**config.mk**
```make
export PLATFORM = sky130hd
export DESIGN_NAME = ps2_note_keys
export DESIGN_NICKNAME = d
export VERILOG_FILES = /design/src/rtl/ps2_note_keys.sv
export SDC_FILE = /design/constraint.sdc
export NUM_CORES = 1
export LEC_CHECK = 0
export CAP_MARGIN = 20
export CORE_MARGIN = 2
export CORE_UTILIZATION = 65
export CTS_BUF_LIST = sky130_fd_sc_hd__clkbuf_4 sky130_fd_sc_hd__clkbuf_8
export DETAILED_ROUTE_END_ITERATION = 6
export DONT_BUFFER_PORTS = 1
export HOLD_SLACK_MARGIN = 0.06
export PLACE_DENSITY = 0.91
export SYNTH_ARGS = -nofsm -noshare
export SYNTH_HDL_FRONTEND = slang
export SYNTH_SLANG_ARGS = --single-unit
```
**constraint.sdc**
```tcl
create_clock -name CLOCK_50 -period 4.65 [get_ports CLOCK_50]
set_input_delay 0.465 -clock CLOCK_50 [delete_from_list [all_inputs] [get_ports CLOCK_50]]
set_output_delay 0.465 -clock CLOCK_50 [all_outputs]
set_load 0.03 [all_outputs]
```
**src/rtl/ps2_note_keys.sv**
```systemverilog
// PS/2 keyboard front end: conditions PS2_CLK/PS2_DAT, frames bytes and tracks 12 held notes.
// Optional PS2_NOTE_PANIC_EN: a make of Esc (0x76) clears every held note.
module ps2_note_keys #(
    parameter int unsigned FILTER_LEN     = 8,
    parameter int unsigned TIMEOUT_CYCLES = 50000
) (
    input  logic        CLOCK_50,
    input  logic        reset,
    input  logic        PS2_CLK,
    input  logic        PS2_DAT,
    output logic [11:0] keys_held,
    output logic [7:0]  scan_code,
    output logic        code_valid,
    output logic        frame_err
);
    localparam int unsigned FW = $clog2(FILTER_LEN + 1);
    localparam int unsigned TW = $clog2(TIMEOUT_CYCLES + 1);
    localparam logic [FW-1:0] FiltLast = FW'(FILTER_LEN - 1);
    localparam logic [TW-1:0] TmoLast  = TW'(TIMEOUT_CYCLES - 1);

    typedef enum logic [1:0] {RxIdle, RxData, RxParity, RxStop} rx_state_e;
    typedef enum logic [1:0] {DecBase, DecBrk, DecExt, DecExtBrk} dec_state_e;

    logic [1:0]    clk_sync_q, dat_sync_q;
    logic          filt_q, filt_prev_q;
    logic [FW-1:0] filt_cnt_q;
    logic          clk_s, dat_s, fall;

    rx_state_e     rx_state_q;
    logic [2:0]    bit_cnt_q;
    logic [7:0]    shift_q;
    logic          parity_q;
    logic [TW-1:0] tmo_q;
    logic          byte_good;

    dec_state_e    dec_state_q;
    logic [11:0]   key_mask;

    assign clk_s = clk_sync_q[1];
    assign dat_s = dat_sync_q[1];
    assign fall  = filt_prev_q & ~filt_q;

    // Stop bit high and odd parity over data plus parity bit.
    assign byte_good = fall && (rx_state_q == RxStop) && dat_s && (^{shift_q, parity_q});

    always_ff @(posedge CLOCK_50 or posedge reset) begin
        if (reset) begin
            clk_sync_q  <= 2'b11;
            dat_sync_q  <= 2'b11;
            filt_q      <= 1'b1;
            filt_prev_q <= 1'b1;
            filt_cnt_q  <= '0;
        end else begin
            clk_sync_q  <= {clk_sync_q[0], PS2_CLK};
            dat_sync_q  <= {dat_sync_q[0], PS2_DAT};
            filt_prev_q <= filt_q;
            if (clk_s == filt_q) begin
                filt_cnt_q <= '0;
            end else if (filt_cnt_q == FiltLast) begin
                filt_q     <= clk_s;
                filt_cnt_q <= '0;
            end else begin
                filt_cnt_q <= filt_cnt_q + 1'b1;
            end
        end
    end

    always_ff @(posedge CLOCK_50 or posedge reset) begin
        if (reset) begin
            rx_state_q <= RxIdle;
            bit_cnt_q  <= '0;
            shift_q    <= '0;
            parity_q   <= 1'b0;
            tmo_q      <= '0;
            scan_code  <= '0;
            code_valid <= 1'b0;
            frame_err  <= 1'b0;
        end else begin
            code_valid <= 1'b0;
            frame_err  <= 1'b0;
            if (rx_state_q == RxIdle) begin
                tmo_q <= '0;
                if (fall && !dat_s) begin
                    rx_state_q <= RxData;
                    bit_cnt_q  <= '0;
                end
            end else if (fall) begin
                tmo_q <= '0;
                case (rx_state_q)
                    RxData: begin
                        shift_q   <= {dat_s, shift_q[7:1]};
                        bit_cnt_q <= bit_cnt_q + 1'b1;
                        if (bit_cnt_q == 3'd7) rx_state_q <= RxParity;
                    end
                    RxParity: begin
                        parity_q   <= dat_s;
                        rx_state_q <= RxStop;
                    end
                    default: begin
                        if (byte_good) begin
                            scan_code  <= shift_q;
                            code_valid <= 1'b1;
                        end else begin
                            frame_err <= 1'b1;
                        end
                        rx_state_q <= RxIdle;
                    end
                endcase
            end else if (tmo_q == TmoLast) begin
                frame_err  <= 1'b1;
                rx_state_q <= RxIdle;
                tmo_q      <= '0;
            end else begin
                tmo_q <= tmo_q + 1'b1;
            end
        end
    end

    always_comb begin
        key_mask = 12'h000;
        case (shift_q)
            8'h1C: key_mask = 12'h800;
            8'h1D: key_mask = 12'h400;
            8'h1B: key_mask = 12'h200;
            8'h24: key_mask = 12'h100;
            8'h23: key_mask = 12'h080;
            8'h2B: key_mask = 12'h040;
            8'h2C: key_mask = 12'h020;
            8'h34: key_mask = 12'h010;
            8'h35: key_mask = 12'h008;
            8'h33: key_mask = 12'h004;
            8'h3C: key_mask = 12'h002;
            8'h3B: key_mask = 12'h001;
            default: key_mask = 12'h000;
        endcase
    end

    // Decoder consumes the byte on the same edge that publishes scan_code.
    always_ff @(posedge CLOCK_50 or posedge reset) begin
        if (reset) begin
            dec_state_q <= DecBase;
            keys_held   <= '0;
        end else if (byte_good) begin
            case (dec_state_q)
                DecBase: begin
                    if (shift_q == 8'hF0) begin
                        dec_state_q <= DecBrk;
                    end else if (shift_q == 8'hE0) begin
                        dec_state_q <= DecExt;
`ifdef PS2_NOTE_PANIC_EN
                    end else if (shift_q == 8'h76) begin
                        keys_held <= '0;
`endif
                    end else begin
                        keys_held <= keys_held | key_mask;
                    end
                end
                DecBrk: begin
                    keys_held   <= keys_held & ~key_mask;
                    dec_state_q <= DecBase;
                end
                DecExt:    dec_state_q <= (shift_q == 8'hF0) ? DecExtBrk : DecBase;
                default:   dec_state_q <= DecBase;
            endcase
        end
    end
endmodule

```
==> flow_summary.yaml <==
outcome:
  run_status: "complete, no violations"
timing:
  rsz0062_at_grt: "no"
  fin_tns_setup_ns: 0
  worst_slew_margin_rel_pct: 48.88
  final_cycle_utilization_of_the_critical_path_pct: 57.84
  fmax_mhz: 371.8
  clock_skew_ns: 0.005124
  layout_min_cycle_time_ns: 2.690
  drv_slew: 0
  worst_slack_ns: 1.960
  setup_viol_count_final: 0
  finalHoldViolations: 0
  worst_pin_slew_ns: 0.7639
drt:
  detail_route.drc_violations: 0
  detail_route.wirelength_um: 5338
  routed_wire_length_per_instance_um: 16.22
  first_pass_iters: 4
  initialDrtViolationCount: 115
  viasPerCell: 6.167
  via_count: 2029
  final_antenna_net_count: 0
synthesis:
  synthAdderAreaFrac_pct: 3.217
  synth.area.mux_share_pct: 12.18
  yosysMostFrequentCell: "sky130_fd_sc_hd__dfrtp_1"
  synth-seq-cells: 64
  synth_simple_gate_area_share_pct: 18.13
  yosysUniqueCellTypes: 42
  synth_top_area_share_pct: 46.64
  synth_nets: 287
  synth_top_family_by_area: "simple AND/OR/NAND/NOR gates"
  synth_compound_area_share_pct: 3.981
  synth-async-reset-ratio_pct: 100.0
  netlist_instances: 275
  yosys-top-cells-count: "sky130_fd_sc_hd__dfrtp_1, sky130_fd_sc_hd__nor2_1, sky130_fd_sc_hd__mux2_1, sky130_fd_sc_hd__nand2_1, sky130_fd_sc_hd__xnor2_1"
  synthesis.area_mm2: 0.003112
  count_of_flip_flops_with_a_built_in_enable_after_synthesis: 0
  yosysSeqAreaShare_pct: 51.71
  average_footprint_of_a_synthesized_cell_um2: 11.32
  synth.largest_area_cell: "sky130_fd_sc_hd__dfrtp_1"
  dominantRegCellSynth: "sky130_fd_sc_hd__dfrtp_1"
  synthXorXnorAreaFrac_pct: 7.801
  ys.warnings.count: 0
  yosys-top-cells-area: "sky130_fd_sc_hd__dfrtp_1, sky130_fd_sc_hd__mux2_1, sky130_fd_sc_hd__dfstp_2, sky130_fd_sc_hd__mux2_4, sky130_fd_sc_hd__xnor2_1"
clock_tree:
  cts_inserted_buffers: 9
  clk_pin_slew_ns: 0.06
  cts.repair_timing.setup_buffer_count: 0
  cts_tree: "yes"
  ctsRootBufferMaster: "sky130_fd_sc_hd__clkbuf_8"
  cts_repair_resize_count: 0
  clock_sinks: 64
  cts_max_path_buffers: 2
  worstSkewPairLatency_ns: 0.33
  cts_hold_buffers: 0
  h-tree-depth: 3
placed_design:
  gp_congestion: 0.8020
  post-place-ws_ns: 1.983
  dp_hpwl_um: 3603
  io_buffer_count: 0
finish:
  postLayoutCoreUtil_pct: 70.23
  finish.net_count: 285
  layout-area-overhead-vs-synth_pct: 5.187
  antennaDiodeCount: 0
  fraction_of_layout_cells_with_a_size_suffix_above_1_pct: 14.18
grt:
  globalRouteTotalUtil_pct: 21.93
  number_of_antenna_violations_at_the_first_check_in_global_routing: 0
  first_global_vias: 1963
  globalRoute.totalOverflow: 0
  first_pass_grt_wire_length_um: 8928
  grt_max_degree: 65
die:
  chipWidth_um: 73.19
  rows: 25
  die-area_mm2: 0.005357
  chipHeight_um: 73.19
  initial_core_util_pct: 66.77
  core_area_mm2: 0.004661
  floorplan.io_pins: 26
min_path:
  worst_hold_path_type: "primary input to flip-flop"
power_and_ir_drop:
  p_leak_uw: 0.001475
  vdd_drop_max_uv: 312.6
  power.density_mw_per_mm2: 468.7
worst_setup_path:
  critPathLaunchType: "flip-flop"
  path_max_fanout: 12
  req_time_crit_path_ns: 4.85
  critPathKind: "flip-flop to flip-flop"
  end_kind: "flip-flop"
  timing.critical_path.arrival_ns: 2.89
run:
  timing.max_cap.violations: 0
## worst max-delay path, stage by stage (launching register included)
cell,delay (ns)
sky130_fd_sc_hd__dfstp_2,0.52
sky130_fd_sc_hd__nor2b_1,0.55
sky130_fd_sc_hd__and3_1,0.36
sky130_fd_sc_hd__nand4_1,0.33
sky130_fd_sc_hd__nor4_1,0.42
sky130_fd_sc_hd__mux2_1,0.38
## layout by cell type (no fill, tap or decap), types with 7 or more instances in the layout
cell type / n
sky130_fd_sc_hd__clkbuf_8: 9
sky130_fd_sc_hd__dfrtp_1: 58
sky130_fd_sc_hd__ha_1: 8
sky130_fd_sc_hd__mux2_1: 19
sky130_fd_sc_hd__mux2_4: 8
sky130_fd_sc_hd__nand2_1: 19
sky130_fd_sc_hd__nand3_1: 11
sky130_fd_sc_hd__nand4_1: 8
sky130_fd_sc_hd__nor2_1: 26
sky130_fd_sc_hd__nor3_1: 9
sky130_fd_sc_hd__nor4_1: 7
sky130_fd_sc_hd__xnor2_1: 12
sky130_fd_sc_hd__xor2_1: 7
## cell type report
class                      instances  area (um2)
clock buffer                      11       138.9
clock inverter                     2       10.01
fill                             317        1388
inverter                           8       30.03
multi-input combinational        189        1410
sequential                        64        1609
tap                               54       67.56
timing repair buffer               1       7.507
## through the flow
stage / hold slack [ns] / total power, uW / std cells / instance area, um2
floorplan: 0.3452 / 1091 / 275 / 3112
global route: 0.1104 / 1636 / 329 / 3273
global placement: 0.3456 / 1145 / 316 / 3124
finish: 0.1316 / 1534 / 329 / 3273
CTS: 0.1121 / 1551 / 329 / 3273
detailed placement: 0.3479 / 1164 / 316 / 3124
## cells by family (layout without fill, tap and decap cells)
kind of cell | Yosys count | count (layout)
XOR/XNOR | 23 | 23
adder cells (fa/ha/maj) | 8 | 8
AND/OR/NAND/NOR | 107 | 107
AO/OA/AOI/OAI | 21 | 21
flip-flops | 64 | 64
multiplexers | 30 | 30
buffers and inverters | 22 | 22
## worst paths after layout
path | start | end | slack, ns | depth (start not counted)
max in group asynchronous | reset | scan_code[0] | 3.91 | 2
min in group asynchronous | reset | filt_cnt_q[3] | 0.24 | 2
worst min register to register | clk_sync_q[0] | clk_sync_q[1] | 0.36 | 0
worst max register to register | filt_prev_q | flip-flop | 1.96 | 5
worst min-delay path | PS2_DAT | dat_sync_q[0] | 0.13 | 0
worst max-delay path | filt_prev_q | flip-flop | 1.96 | 5
## per-layer routing
metal | GRT usage (%) | wire length (um) | up-vias
li1 | - | - | 957
met1 | 28.46 | 2379 | 1001
met2 | 33.93 | 2604 | 57
met3 | 4.696 | 230 | 14
met4 | 12.55 | 123 | 0
met5 | 0 | 0 | -
## power breakdown
part / internal [uW] / switching [uW] / total [uW] / leakage [uW]
Sequential: 641 / 92.9 / 734 / 0.000846
Clock: 194 / 185 / 380 / 0.0000817
Combinational: 168 / 252 / 420 / 0.000547
No activity file was read; power rests on OpenSTA's default activity.
